**src/rtl/fetch_pkg.sv**
```systemverilog
`default_nettype none
// ============================================================================
// Module : fetch_pkg
// Brief  : Shared sizing constants and FSM state type for the fetch controller.
// Rev    : 1.0
// ============================================================================
package fetch_pkg;

  localparam int BUF_BYTES = 16;
  localparam int WIN_BYTES = 8;

  typedef enum logic [1:0] {
    IDLE  = 2'd0,
    FETCH = 2'd1,
    FLUSH = 2'd2
  } state_t;

endpackage
`default_nettype wire

```
**src/rtl/byte_queue.sv**
```systemverilog
`default_nettype none
// ============================================================================
// Module : byte_queue
// Brief  : Byte FIFO with multi-byte pop and word append; oldest byte at [7:0].
// Rev    : 1.0
// ============================================================================
module byte_queue #(
  parameter int BUF_BYTES = fetch_pkg::BUF_BYTES,
  parameter int WIN_BYTES = fetch_pkg::WIN_BYTES
) (
  input  logic                          clk,
  input  logic                          rst,
  input  logic                          clear,
  input  logic                          push,
  input  logic [31:0]                   push_data,
  input  logic [2:0]                    push_len,
  input  logic [3:0]                    pop_len,
  output logic [$clog2(BUF_BYTES+1)-1:0] count,
  output logic [3:0]                    win_count,
  output logic [8*WIN_BYTES-1:0]        win_data
);
  import fetch_pkg::*;

  localparam int CW = $clog2(BUF_BYTES + 1);

  logic [8*BUF_BYTES-1:0] mem, mem_nxt, shifted, pushed;
  logic [CW-1:0]          count_nxt, base;

  // Unused storage is kept zero, so a plain right shift both retires bytes and
  // leaves the window zero-filled; new bytes land just above the survivors.
  always_comb begin
    shifted   = mem >> {pop_len, 3'b000};
    base      = count - CW'(pop_len);
    pushed    = '0;
    count_nxt = base;
    if (push) begin
      pushed    = (8*BUF_BYTES)'(push_data) << {base, 3'b000};
      count_nxt = base + CW'(push_len);
    end
    mem_nxt = shifted | pushed;
    if (clear) begin
      mem_nxt   = '0;
      count_nxt = '0;
    end
  end

  always_ff @(posedge clk or posedge rst) begin
    if (rst) begin
      mem   <= '0;
      count <= '0;
    end else begin
      mem   <= mem_nxt;
      count <= count_nxt;
    end
  end

  assign win_data  = mem[8*WIN_BYTES-1:0];
  assign win_count = (count > CW'(WIN_BYTES)) ? 4'(WIN_BYTES) : 4'(count);

endmodule
`default_nettype wire

```
**src/rtl/instr_fetch_ctrl.sv**
```systemverilog
`default_nettype none
// ============================================================================
// Module : instr_fetch_ctrl
// Brief  : Word fetcher feeding a byte window to an instruction decoder.
// Rev    : 1.0
// ============================================================================
module instr_fetch_ctrl #(
  parameter int BUF_BYTES = fetch_pkg::BUF_BYTES,
  parameter int WIN_BYTES = fetch_pkg::WIN_BYTES
) (
  input  logic                   i_clk,
  input  logic                   i_reset,
  input  logic                   i_start,
  input  logic [31:0]            i_start_addr,
  output logic                   o_mem_req,
  output logic [31:0]            o_mem_addr,
  input  logic                   i_mem_ack,
  input  logic [31:0]            i_mem_data,
  output logic                   o_win_valid,
  output logic [8*WIN_BYTES-1:0] o_win_data,
  output logic [3:0]             o_win_count,
  output logic [31:0]            o_win_addr,
  input  logic                   i_consume,
  input  logic [3:0]             i_consume_len,
  input  logic                   i_redirect,
  input  logic [31:0]            i_redirect_addr,
  output logic                   o_busy,
  output logic                   o_err
);
  import fetch_pkg::*;

  localparam int CW = $clog2(BUF_BYTES + 1);

  state_t        state, state_nxt;
  logic          pend, gap, err;
  logic [31:0]   fetch_ptr, req_addr, win_addr;
  logic [1:0]    skip;
  logic [CW-1:0] q_count;
  logic [3:0]    q_win_count;
  logic          ack_ok, issue, space_ok, consume_ok, consume_bad, clear, push;
  logic [3:0]    pop_len;
  logic [31:0]   push_data;
  logic [2:0]    push_len;

  assign ack_ok   = i_mem_ack && pend;
  assign space_ok = (q_count <= CW'(BUF_BYTES - 4));
  assign issue    = o_mem_req && !pend;

  always_ff @(posedge i_clk or posedge i_reset) begin
    if (i_reset) state <= IDLE;
    else         state <= state_nxt;
  end

  always_comb begin
    state_nxt = state;
    case (state)
      IDLE:    if (i_start) state_nxt = FETCH;
      FETCH:   if (i_redirect && pend && !i_mem_ack) state_nxt = FLUSH;
      FLUSH:   if (ack_ok) state_nxt = FETCH;
      default: state_nxt = IDLE;
    endcase
  end

  // The gap cycle after each ack keeps o_mem_req low for one cycle.
  always_comb begin
    o_busy    = (state != IDLE);
    o_mem_req = pend || (state == FETCH && !gap && !i_redirect && space_ok);
  end

  always_comb begin
    consume_ok  = i_consume && (q_count != '0) && (state == FETCH) && !i_redirect;
    consume_bad = consume_ok && ((i_consume_len == 4'd0) || (i_consume_len > q_win_count));
    pop_len     = 4'd0;
    if (consume_ok) pop_len = consume_bad ? ((i_consume_len == 4'd0) ? 4'd0 : q_win_count)
                                          : i_consume_len;
    push      = (state == FETCH) && ack_ok && !i_redirect;
    push_data = i_mem_data >> {skip, 3'b000};
    push_len  = 3'd4 - 3'(skip);
    clear     = ((state == IDLE) && i_start) || ((state != IDLE) && i_redirect);
  end

  always_ff @(posedge i_clk or posedge i_reset) begin
    if (i_reset) begin
      pend      <= 1'b0;
      gap       <= 1'b0;
      err       <= 1'b0;
      fetch_ptr <= '0;
      req_addr  <= '0;
      win_addr  <= '0;
      skip      <= '0;
    end else begin
      if (ack_ok)     pend <= 1'b0;
      else if (issue) pend <= 1'b1;
      gap <= ack_ok;
      if (issue) req_addr <= fetch_ptr;
      if (consume_bad) err <= 1'b1;
      if (state == IDLE) begin
        if (i_start) begin
          win_addr  <= i_start_addr;
          fetch_ptr <= {i_start_addr[31:2], 2'b00};
          skip      <= i_start_addr[1:0];
        end
      end else if (i_redirect) begin
        win_addr  <= i_redirect_addr;
        fetch_ptr <= {i_redirect_addr[31:2], 2'b00};
        skip      <= i_redirect_addr[1:0];
      end else begin
        win_addr <= win_addr + 32'(pop_len);
        if (push) begin
          fetch_ptr <= fetch_ptr + 32'd4;
          skip      <= 2'd0;
        end
      end
    end
  end

  byte_queue #(
    .BUF_BYTES (BUF_BYTES),
    .WIN_BYTES (WIN_BYTES)
  ) u_queue (
    .clk       (i_clk),
    .rst       (i_reset),
    .clear     (clear),
    .push      (push),
    .push_data (push_data),
    .push_len  (push_len),
    .pop_len   (pop_len),
    .count     (q_count),
    .win_count (q_win_count),
    .win_data  (o_win_data)
  );

  assign o_mem_addr  = pend ? req_addr : fetch_ptr;
  assign o_win_valid = (q_count != '0);
  assign o_win_count = q_win_count;
  assign o_win_addr  = win_addr;
  assign o_err       = err;

endmodule
`default_nettype wire

```
**config.mk**
```make
export PLATFORM = sky130hd
export DESIGN_NAME = instr_fetch_ctrl
export DESIGN_NICKNAME = d
export VERILOG_FILES = /design/src/rtl/fetch_pkg.sv /design/src/rtl/byte_queue.sv /design/src/rtl/instr_fetch_ctrl.sv
export SDC_FILE = /design/constraint.sdc
export NUM_CORES = 1
export LEC_CHECK = 0
export CAP_MARGIN = 20
export CORE_ASPECT_RATIO = 1.1
export CORE_MARGIN = 2
export CORE_UTILIZATION = 48
export CTS_BUF_LIST = sky130_fd_sc_hd__clkbuf_4 sky130_fd_sc_hd__clkbuf_8
export DETAILED_ROUTE_END_ITERATION = 8
export HOLD_SLACK_MARGIN = 0.05
export PLACE_DENSITY = 0.74
export SLEW_MARGIN = 0
export SYNTH_ARGS = -nofsm -noshare
export SYNTH_HDL_FRONTEND = slang
export SYNTH_SLANG_ARGS = --single-unit
```
**constraint.sdc**
```tcl
create_clock -name i_clk -period 9.4 [get_ports i_clk]
set_input_delay 1.88 -clock i_clk [delete_from_list [all_inputs] [get_ports i_clk]]
set_output_delay 1.88 -clock i_clk [all_outputs]
set_load 0.1 [all_outputs]
```
==> After elaboration in Yosys (flattened, before gate mapping) <==
Index checks and enable logic that the tools add are counted.
{ "totals": {"output_inout_bits": 136, "in_bits": 106, "reg_bits": 236} }
{ "op_classes": {"eq_ne": 5, "n_reduce_logical": 30, "shifts": 3, "bitwise_logic": 1, "n_addsub": 5, "order_cmp": 3, "mux": 26} }
{ "op_table": {"columns": ["op", "n"], "rows": [
  ["128-bit 2-to-1 mux", 2],
  ["32-bit 2-to-1 mux", 8],
  ["128-bit OR", 1],
  ["32-bit by 8-bit << shifter with 128-bit output", 1],
  ["128-bit by 7-bit right shift with 128-bit output", 1],
  ["32-bit by 3-bit adder with 32-bit output, second input constant", 1],
  ["32-bit by 4-bit adder with 32-bit output", 1],
  ["32-bit by 5-bit right shift with 32-bit output", 1],
  ["4-bit 2-to-1 mux", 4],
  ["1-bit logical AND", 15],
  ["2-bit 2-to-1 mux", 7],
  ["5-bit 2-to-1 mux", 2],
  ["2-bit inequality test, second input constant", 3],
  ["2-bit case mux with 3 select lines", 1],
  ["5-bit by 3-bit adder with 5-bit output", 1],
  ["5-bit by 4-bit > comparator with 1-bit output, second input constant", 1],
  ["5-bit by 4-bit less-or-equal comparator with 1-bit output, second input constant", 1],
  ["5-bit nonzero test", 1],
  ["5-bit by 4-bit subtractor with 5-bit output", 1],
  ["4-bit > comparator", 1],
  ["1-bit zero test", 4],
  ["4-bit zero test", 1],
  ["2-bit nonzero test", 2],
  ["1-bit logical OR", 3],
  ["other kinds (8)", 9]
]} }

==> Depth between registers and ports, before layout <==
Gate-level depths: netlist of the first run.
{ "depth": {"word_depth": 12, "mapped_depth": 24} }

==> By module <==
Synthesis of the first run repeated with hierarchy kept, for this count alone.
{ "hier_totals": {"hier_cells": 2075, "area_unflattened_um2": 18067.3} }
{ "by_module_without_submodules": {"columns": ["mod", "cells_per_inst", "area_per_inst_um2", "seq_area_each_um2", "n_inst"], "rows": [
  ["byte_queue", 1286, 11050.6, 3328.2, 1],
  ["instr_fetch_ctrl", 789, 7016.7, 2477.4, 1]
]} }

==> Worst setup path before layout of the first run <==
No wires, ideal clock.
{ "synth_path": {"kind": "flip-flop to flip-flop", "from": "register u_queue.count[4]", "to": "register u_queue.mem[80]", "stages_incl_launch_ff": 21, "period_less_slack_ns": 6.554, "required_ns": 9.322, "path_slack_ns": 2.846, "arrival_time_ns": 6.476, "path_buffers": 4, "cell_sequence": "dfrtp_1 > or2_0 > buf_2 > nor2_1 > ha_1 > nand2b_1 > a21oi_1 > o21ai_1 > mux2i_4 > buf_4 > buf_2 > buf_2 > ha_1 > nor2b_1 > o21a_1 > or3_1 > a2111oi_4 > nand3_1 > nor4_4 > a221oi_1 > a21oi_1"} }
{ "synth_via": {"elab_chain_cells": 12, "word_cells_on_any_way": 18} }
{ "synth_lines": {"columns": ["element", "line_no", "source"], "rows": [
  ["from (decl)", "byte_queue.sv:18", "output logic [$clog2(BUF_BYTES+1)-1:0] count,"],
  ["from (signal assigned)", "byte_queue.sv:53", "count <= count_nxt;"],
  ["5-bit by 4-bit > comparator with 1-bit output *", "byte_queue.sv:58", "assign win_count = (count > CW'(WIN_BYTES)) ? 4'(WIN_BYTES) : 4'(count);"],
  ["4-bit 2-to-1 mux *", "byte_queue.sv:58", null],
  ["named net o_win_count[3]", "instr_fetch_ctrl.sv:21", "output logic [3:0] o_win_count,"],
  ["4-bit > comparator", "instr_fetch_ctrl.sv:72", "consume_bad = consume_ok && ((i_consume_len == 4'd0) || (i_consume_len > q_win_count));"],
  ["1-bit logical OR", "instr_fetch_ctrl.sv:72", null],
  ["1-bit logical AND", "instr_fetch_ctrl.sv:72", null],
  ["4-bit 2-to-1 mux * (2 in series)", "instr_fetch_ctrl.sv:74", "if (consume_ok) pop_len = consume_bad ? ((i_consume_len == 4'd0) ? 4'd0 : q_win_count)"],
  ["5-bit by 4-bit subtractor with 5-bit output", "byte_queue.sv:33", "base = count - CW'(pop_len);"],
  ["32-bit by 8-bit << shifter with 128-bit output", "byte_queue.sv:37", "pushed = (8*BUF_BYTES)'(push_data) << {base, 3'b000};"],
  ["128-bit 2-to-1 mux", "byte_queue.sv:36", "if (push) begin"],
  ["128-bit OR *", "byte_queue.sv:40", "mem_nxt = shifted | pushed;"],
  ["128-bit 2-to-1 mux *", "byte_queue.sv:41", "if (clear) begin"],
  ["named net u_queue.mem_nxt[80]", "byte_queue.sv:26", "logic [8*BUF_BYTES-1:0] mem, mem_nxt, shifted, pushed;"],
  ["to (signal assigned)", "byte_queue.sv:52", "mem <= mem_nxt;"],
  ["to (decl)", "byte_queue.sv:26", null]
]} }
Mark *: on every way through the listed nets, which the timed path passes. The rest lies on a longest branch.
A chain may end at the register's enable or synchronous reset.

==> Worst setup path after layout of the first run <==
{ "layout_path": {"from": "input i_consume_len[0]", "to": "register u_queue.mem[19]"} }
{ "layout_via": {"elab_chain_cells": 10, "word_cells_on_any_way": 13} }
{ "layout_lines": {"columns": ["element", "line_no", "source"], "rows": [
  ["from (decl)", "instr_fetch_ctrl.sv:24", "input logic [3:0] i_consume_len,"],
  ["4-bit > comparator / 4-bit zero test (equally long branches)", "instr_fetch_ctrl.sv:72, instr_fetch_ctrl.sv:74", null],
  ["1-bit logical OR", "instr_fetch_ctrl.sv:72", null],
  ["1-bit logical AND", "instr_fetch_ctrl.sv:72", null],
  ["4-bit 2-to-1 mux * (2 in series)", "instr_fetch_ctrl.sv:74", null],
  ["5-bit by 4-bit subtractor with 5-bit output", "byte_queue.sv:33", null],
  ["32-bit by 8-bit << shifter with 128-bit output", "byte_queue.sv:37", null],
  ["128-bit 2-to-1 mux", "byte_queue.sv:36", null],
  ["128-bit OR *", "byte_queue.sv:40", null],
  ["128-bit 2-to-1 mux *", "byte_queue.sv:41", null],
  ["named net u_queue.mem_nxt[19]", "byte_queue.sv:26", null]
]} }
Marked as above.

==> results of run 1 <==
-- area by class of cell --
| class | instances | area [um^2] |
|---|---|---|
| fill | 3373 | 15840 |
| multi-input combinational | 1576 | 10780 |
| sequential | 232 | 5807 |
| timing repair buffer | 286 | 2768 |
| clock buffer | 69 | 855.8 |
| tap | 494 | 618.1 |
| inverter | 32 | 127.6 |
| clock inverter | 8 | 47.55 |
| antenna | 5 | 12.51 |
-- critical path, delay by kind of cell --
family                   cells  cell delay (ns)
AND/OR/NAND/NOR              4             1.05
adder cells (fa/ha/maj)      3             1.61
AO/OA/AOI/OAI                5             1.33
buffers and inverters        4             1.58
-- cell usage after synthesis, drive strengths merged (38+ instances only) --
library cell | number | share of area, %
mux2i | 281 | 16
nand2 | 259 | 5.5
dfrtp | 232 | 33
nor2 | 159 | 3.4
buf | 132 | 4.7
o21ai | 128 | 3.6
a21oi | 103 | 2.9
clkbuf | 90 | 1.9
a22oi | 74 | 3.1
mux2 | 62 | 3.9
o221ai | 46 | 2.3
o22ai | 43 | 1.5
nand3 | 38 | 1.1
-- layer usage --
layer	up-vias	wire, um	global-route usage (%)
met5	-	124	0
met4	18	3786	18.08
met3	302	8873	11.72
met2	1299	30950	55.63
met1	8776	25360	42.01
li1	7837	-	-
-- cells by family (layout without fill, tap and decap cells) --
kind of cell	Yosys count	after routing	synth area share [%]
buffers and inverters	254	395	7.282
AND/OR/NAND/NOR	589	589	14.63
AO/OA/AOI/OAI	586	586	22.38
other	1	7	0.02103
flip-flops	232	232	32.55
XOR/XNOR	35	35	1.719
multiplexers	343	343	19.82
adder cells (fa/ha/maj)	21	21	1.599
-- final timing paths --
check	to
setup reg to reg	u_queue.mem[19]$_DFF_PP0_
hold / removal	o_err$_DFFE_PP0N_
hold reg to reg	o_err$_DFFE_PP0N_
max in group asynchronous	u_queue.mem[98]$_DFF_PP0_
min in group asynchronous	u_queue.mem[62]$_DFF_PP0_
setup / recovery	u_queue.mem[19]$_DFF_PP0_
-- power groups by stage --
stage	Combinational [uW]	Sequential [uW]	Clock [uW]
finish	4790	1650	1050
global route	4990	1680	1090
CTS	4700	1640	1050
detailed placement	4670	1650	0
global placement	4630	1640	0
floorplan	3090	2020	0
-- state kept, by name (all words and copies together), names as in the netlist --
register       cells
u_queue.mem      128
o_win_addr        32
fetch_ptr         30
req_addr          30
u_queue.count      5
skip               2
state              2
gap                1
o_err              1
pend               1
-- per-stage QoR --
stage / hold slack, ns / total power [uW] / cells / instance area (um^2) / utilization [%]
final: 0.4808 / 7487 / 2702 / 21010 / 57.02
after global placement: 0.4654 / 6265 / 2618 / 20050 / 54.40
after CTS: 0.4873 / 7387 / 2696 / 20980 / 56.93
after detailed placement: 0.4719 / 6324 / 2619 / 20080 / 54.48
after global routing: 0.4924 / 7766 / 2699 / 21000 / 57.00
after floorplan: 0.4750 / 5113 / 2062 / 17840 / -
==> out/summary.txt, run 1 <==
RSZ-0062 raised after global routing: false
Maximum VDD drop: 0.5079 mV
Main flop type after synthesis: dfrtp_1
H-Tree Depth: 2
Syn_area_per_cell: 8.654 um^2
Core Footprint: 36,850 um^2
P&R area growth vs syn: 17.80%
Sequential fraction of design power: 22.0%
Synth async-reset ratio: 100.0%
Count of state elements after synthesis: 232
CP Data Arrival Time: 7.47 ns
PostCTS Resize Cnt: 0
DRT iter0 DRCs: 2,451
Clock power frac: 14.0%
Number of synthesized flops with an enable pin: 0
Status: finished, final reports clean
RR Startpoint: u_queue.count[4]$_DFF_PP0_
Insertion delay to the later sink of the worst-skew pair: 0.61 ns
Most frequent cells in the layout: 279 x mux2i_1, 259 x nand2_1, 237 x clkdlybuf4s50_1, 231 x dfrtp_1, 154 x nor2_1
Worst-Margin Slew: 1.130 ns
Critical Path Most Common Cell: ha_1
Hold Startpoint: o_err$_DFFE_PP0N_
CP required: 9.85 ns
GPL Wtd Cong: 0.9735
Slew Viols, Final: 0
Slew Limit Headroom: 22.73%
Post-route setup TNS: 0 ns
WL final: 69.09 mm
Synth unique cells: 71
CTS sink cnt: 232
Max Cap Viol: 0
Final net count: 2,298
CTS Buf Count: 43
Starting Density: 48.40%
# DRC: 0
Comb power frac: 64.0%
Die area: 38,720 um^2
Mapped cell area: 17,840 um^2
Leak: 0.009785 uW
Setup Skew: 0.03542 ns
Via count: 18,230
CP Cell Sequence: clkdlybuf4s50_1, inv_1, ha_1, nand2b_1, a21oi_1, o21a_1, o21a_4, inv_2, ha_1, fa_1, clkinv_1, nand2_1, o22ai_1, and3_1, a2111oi_0, nor3_1
R2r setup slk: 3.04 ns
Setup violations, final: 0
CTS tree: yes
Final worst slack: 2.382 ns
Commonest non-fill, non-tap cell in the layout: mux2i_1
Critical path's largest stage delay: 1.14 ns
Vias per cell: 6.748
Clock Path Buffers: 3
Final hold vios: 0
# rows: 74
CTS hold repair buffers: 0
Mapped Cells: 2,061
Layout cells sized above 1: 9.487%
Drt pass-1 iters: 8
IO Count: 242
Setup bufs post-CTS: 0
Kind of critical path: in -> reg
DP Wirelength: 48.61 mm
Global-route wire length before repair: 105.1 mm
Routed length per placed instance: 25.57 um
Hold Path Stages: 1
Total GRT Usage: 34.87%
Min cycle time layout: 7.018 ns
Clock slew at reported path FFs: 0.06 ns
Critical path endpoint category: flip-flop
ANT nets after route: 0
Crit path launch type: input port
Die Span Y: 206.2 um
Setup WS pre-CTS: 1.978 ns
Internal portion of total power: 3182 uW
Critical Path Fanout Max: 26
DIE WIDTH: 187.8 um
Yosys Warn Count: 0
Overflow after GRT: 0
Pwr Density: 356.3 nW/um^2
Switching power: 4305 uW
Fmax: 142.5 MHz
IO buf count: 239
Initial antenna violation count: 15
Vias in the first global route: 17,640
Clock root cell: clkbuf_8
HP Class: reg -> reg
Reg2reg path depth: 16
Register area share after synthesis: 32.55%
Largest net degree at the start of global routing: 91
Final period util: 74.66%
Crit path max-delay cell type: fa_1
Sw Ratio: 57.50%
Crit path from: i_consume_len[0]
(Power assumes the default switching activity.)
==> inputs of run 2 (changes only) <==
Settings changed: PLACE_DENSITY 0.74 to 0.77.
Clock period 9.4 ns to 5.98 ns, I/O delays scaled along.
==> run 2 against run 1 <==
Net effect: sequential cell count unchanged; non-clock buffer count increased by 38; via count decreased by 0.80%; total power increased by 61%; cell count increased by 1.4%.
==> out/summary.txt, run 2 (synthesized netlist as in run 1, its figures left out) <==
Slew Viols, Final: 0 (unchanged)
Starting Density: 48.40% (unchanged)
Slew Limit Headroom: 28.51% (was 22.73%)
Maximum VDD drop: 0.9482 mV (was 0.5079 mV)
Clock slew at reported path FFs: 0.06 ns (about the same)
CTS sink cnt: 232 (unchanged)
IO buf count: 239 (unchanged)
Clock Path Buffers: 3 (unchanged)
Total GRT Usage: 34.42% (was 34.87%)
Top register by number of flip-flops: u_queue.mem (unchanged)
Layout Utilization: 58.17% (was 57.02%)
Post-route setup TNS: 0 ns (unchanged)
Worst-Margin Slew: 1.069 ns (was 1.130 ns)
IO Count: 242 (unchanged)
CP Data Arrival Time: 5.69 ns (was 7.47 ns)
Critical Path Fanout Max: 66 (was 26)
Routed length per placed instance: 24.78 um (was 25.57 um)
Global-route wire length before repair: 104.7 mm (was 105.1 mm)
Largest net degree at the start of global routing: 135 (was 91)
CTS tree: yes (unchanged)
Most frequent cells in the layout: 279 x mux2i_1, 259 x nand2_1, 237 x clkdlybuf4s50_1, 231 x dfrtp_1, 155 x nor2_1 (was 279 x mux2i_1, 259 x nand2_1, 237 x clkdlybuf4s50_1, 231 x dfrtp_1, 154 x nor2_1)
Post-route insts no fill: 2,740 (was 2,702)
ANT nets after route: 0 (unchanged)
Via count: 18,090 (was 18,230)
Reg2reg path depth: 15 (was 16)
Fmax: 190.5 MHz
Kind of critical path: in -> reg (unchanged)
CTS hold repair buffers: 0 (unchanged)
Drt pass-1 iters: 7 (was 8)
H-Tree Depth: 2 (unchanged)
CTS Buf Count: 42 (was 43)
Die Span Y: 206.2 um (unchanged)
# rows: 74 (unchanged)
DP Wirelength: 48.88 mm (was 48.61 mm)
Max Cap Viol: 0 (unchanged)
Hold Path Stages: 1 (unchanged)
HP Class: reg -> reg (unchanged)
Final worst slack: 0.7316 ns (was 2.382 ns)
Placed Cells: 2,657 (was 2,619)
Setup WS pre-CTS: 0.3156 ns (was 1.978 ns)
DRT iter0 DRCs: 2,342 (was 2,451)
CP required: 6.42 ns (was 9.85 ns)
Final period util: 87.77%
Overflow after GRT: 0 (unchanged)
# DRC: 0 (unchanged)
PostCTS Resize Cnt: 0 (unchanged)
RSZ-0062 raised after global routing: false (unchanged)
Insertion delay to the later sink of the worst-skew pair: 0.60 ns (was 0.61 ns)
Layout cells sized above 1: 10.89% (was 9.487%)
Vias in the first global route: 17,540 (was 17,640)
Status: finished, final reports clean (unchanged)
DIE WIDTH: 187.8 um (unchanged)
Die area: 38,720 um^2 (unchanged)
Core Footprint: 36,850 um^2 (unchanged)
P&R area growth vs syn: 20.18% (was 17.80%)
Setup violations, final: 0 (unchanged)
Largest register FFs: 128 (unchanged)
Initial antenna violation count: 13 (was 15)
Final hold vios: 0 (unchanged)
Final net count: 2,335 (was 2,298)
Critical path endpoint category: flip-flop (unchanged)
Pwr Density: 561.5 nW/um^2 (was 356.3 nW/um^2)
WL final: 67.90 mm (was 69.09 mm)
Commonest non-fill, non-tap cell in the layout: mux2i_1 (unchanged)
Leak: 0.01001 uW (was 0.009785 uW)
GPL Wtd Cong: 1.012 (was 0.9735)
Crit path launch type: input port (unchanged)
Final worst hold slack: 0.4765 ns (was 0.4808 ns)
Min cycle time layout: 5.248 ns
Setup bufs post-CTS: 0 (unchanged)
Clock root cell: clkbuf_8 (unchanged)
Vias per cell: 6.601 (was 6.748)
Setup Skew: 0.03230 ns (was 0.03542 ns)
[run 2: cell count changes in the layout (fill, tap and decap cells not counted), moves of 2 or more]
| cell | before | now |
|---|---|---|
| nor2_2 | 4 | 2 |
| clkinv_2 | 5 | 3 |
| buf_12 | 1 | 4 |
| bufinv_16 | 0 | 4 |
| clkbuf_8 | 54 | 57 |
| clkbuf_4 | 15 | 9 |
| buf_4 | 45 | 80 |
[run 2: power by group]
part | total, uW | internal, uW | switching (uW)
Clock | 1820 | 1080 | 745
Combinational | 7580 | 2150 | 5430
Sequential | 2630 | 2020 | 612
[run 2: metal layers]
| layer | global-route usage (%) | vias to the layer above | wire [um] |
|---|---|---|---|
| met2 | 53.65 | 1347 | 29820 |
| met5 | 0 | - | 92 |
| met3 | 10.65 | 256 | 8614 |
| met1 | 43.65 | 8573 | 25990 |
| li1 | - | 7898 | - |
| met4 | 16.45 | 12 | 3385 |
[run 2: final cells by class]
class / instances / area (um^2)
repair buffers: 324 / 3078
inverters: 32 / 123.9
clock buffers: 66 / 852.1
fillers: 3300 / 15420
diodes: 6 / 15.01
flip-flops and latches: 232 / 5807
multi-input cells: 1576 / 10780
well taps: 494 / 618.1
clock inverters: 10 / 157.7
[run 2: path summary, 6_finish.rpt]
kind | from | to | slack [ns]
worst max-delay path | i_consume_len[0] | u_queue.mem[5]$_DFF_PP0_ | 0.73
worst min-delay path | o_err$_DFFE_PP0N_ | o_err$_DFFE_PP0N_ | 0.48
worst max register to register | u_queue.count[4]$_DFF_PP0_ | u_queue.mem[5]$_DFF_PP0_ | 0.77
worst min register to register | o_err$_DFFE_PP0N_ | o_err$_DFFE_PP0N_ | 0.48
max in group asynchronous | i_reset | u_queue.mem[32]$_DFF_PP0_ | 3.61
min in group asynchronous | i_reset | fetch_ptr[3]$_DFFE_PP0P_ | 1.14
[run 2: through the flow]
| stage | cell area, um^2 | total power (uW) |
|---|---|---|
| final | 21430 | 12030 |
| after global routing | 21430 | 12500 |
| after floorplan | 17850 | 8042 |
| after detailed placement | 20390 | 10030 |
| after CTS | 21400 | 11880 |
| after global placement | 20370 | 9946 |
[run 2: critical path, stage by stage]
cell             delay [ns]
clkdlybuf4s50_1        0.51
inv_1                  0.06
ha_1                   0.19
nand2b_1               0.14
a21oi_1                0.30
o21ai_1                0.10
buf_4                  0.17
mux2i_4                0.19
buf_4                  0.60
buf_4                  0.87
mux2i_1                0.37
a2111oi_0              0.69
a31oi_1                0.20
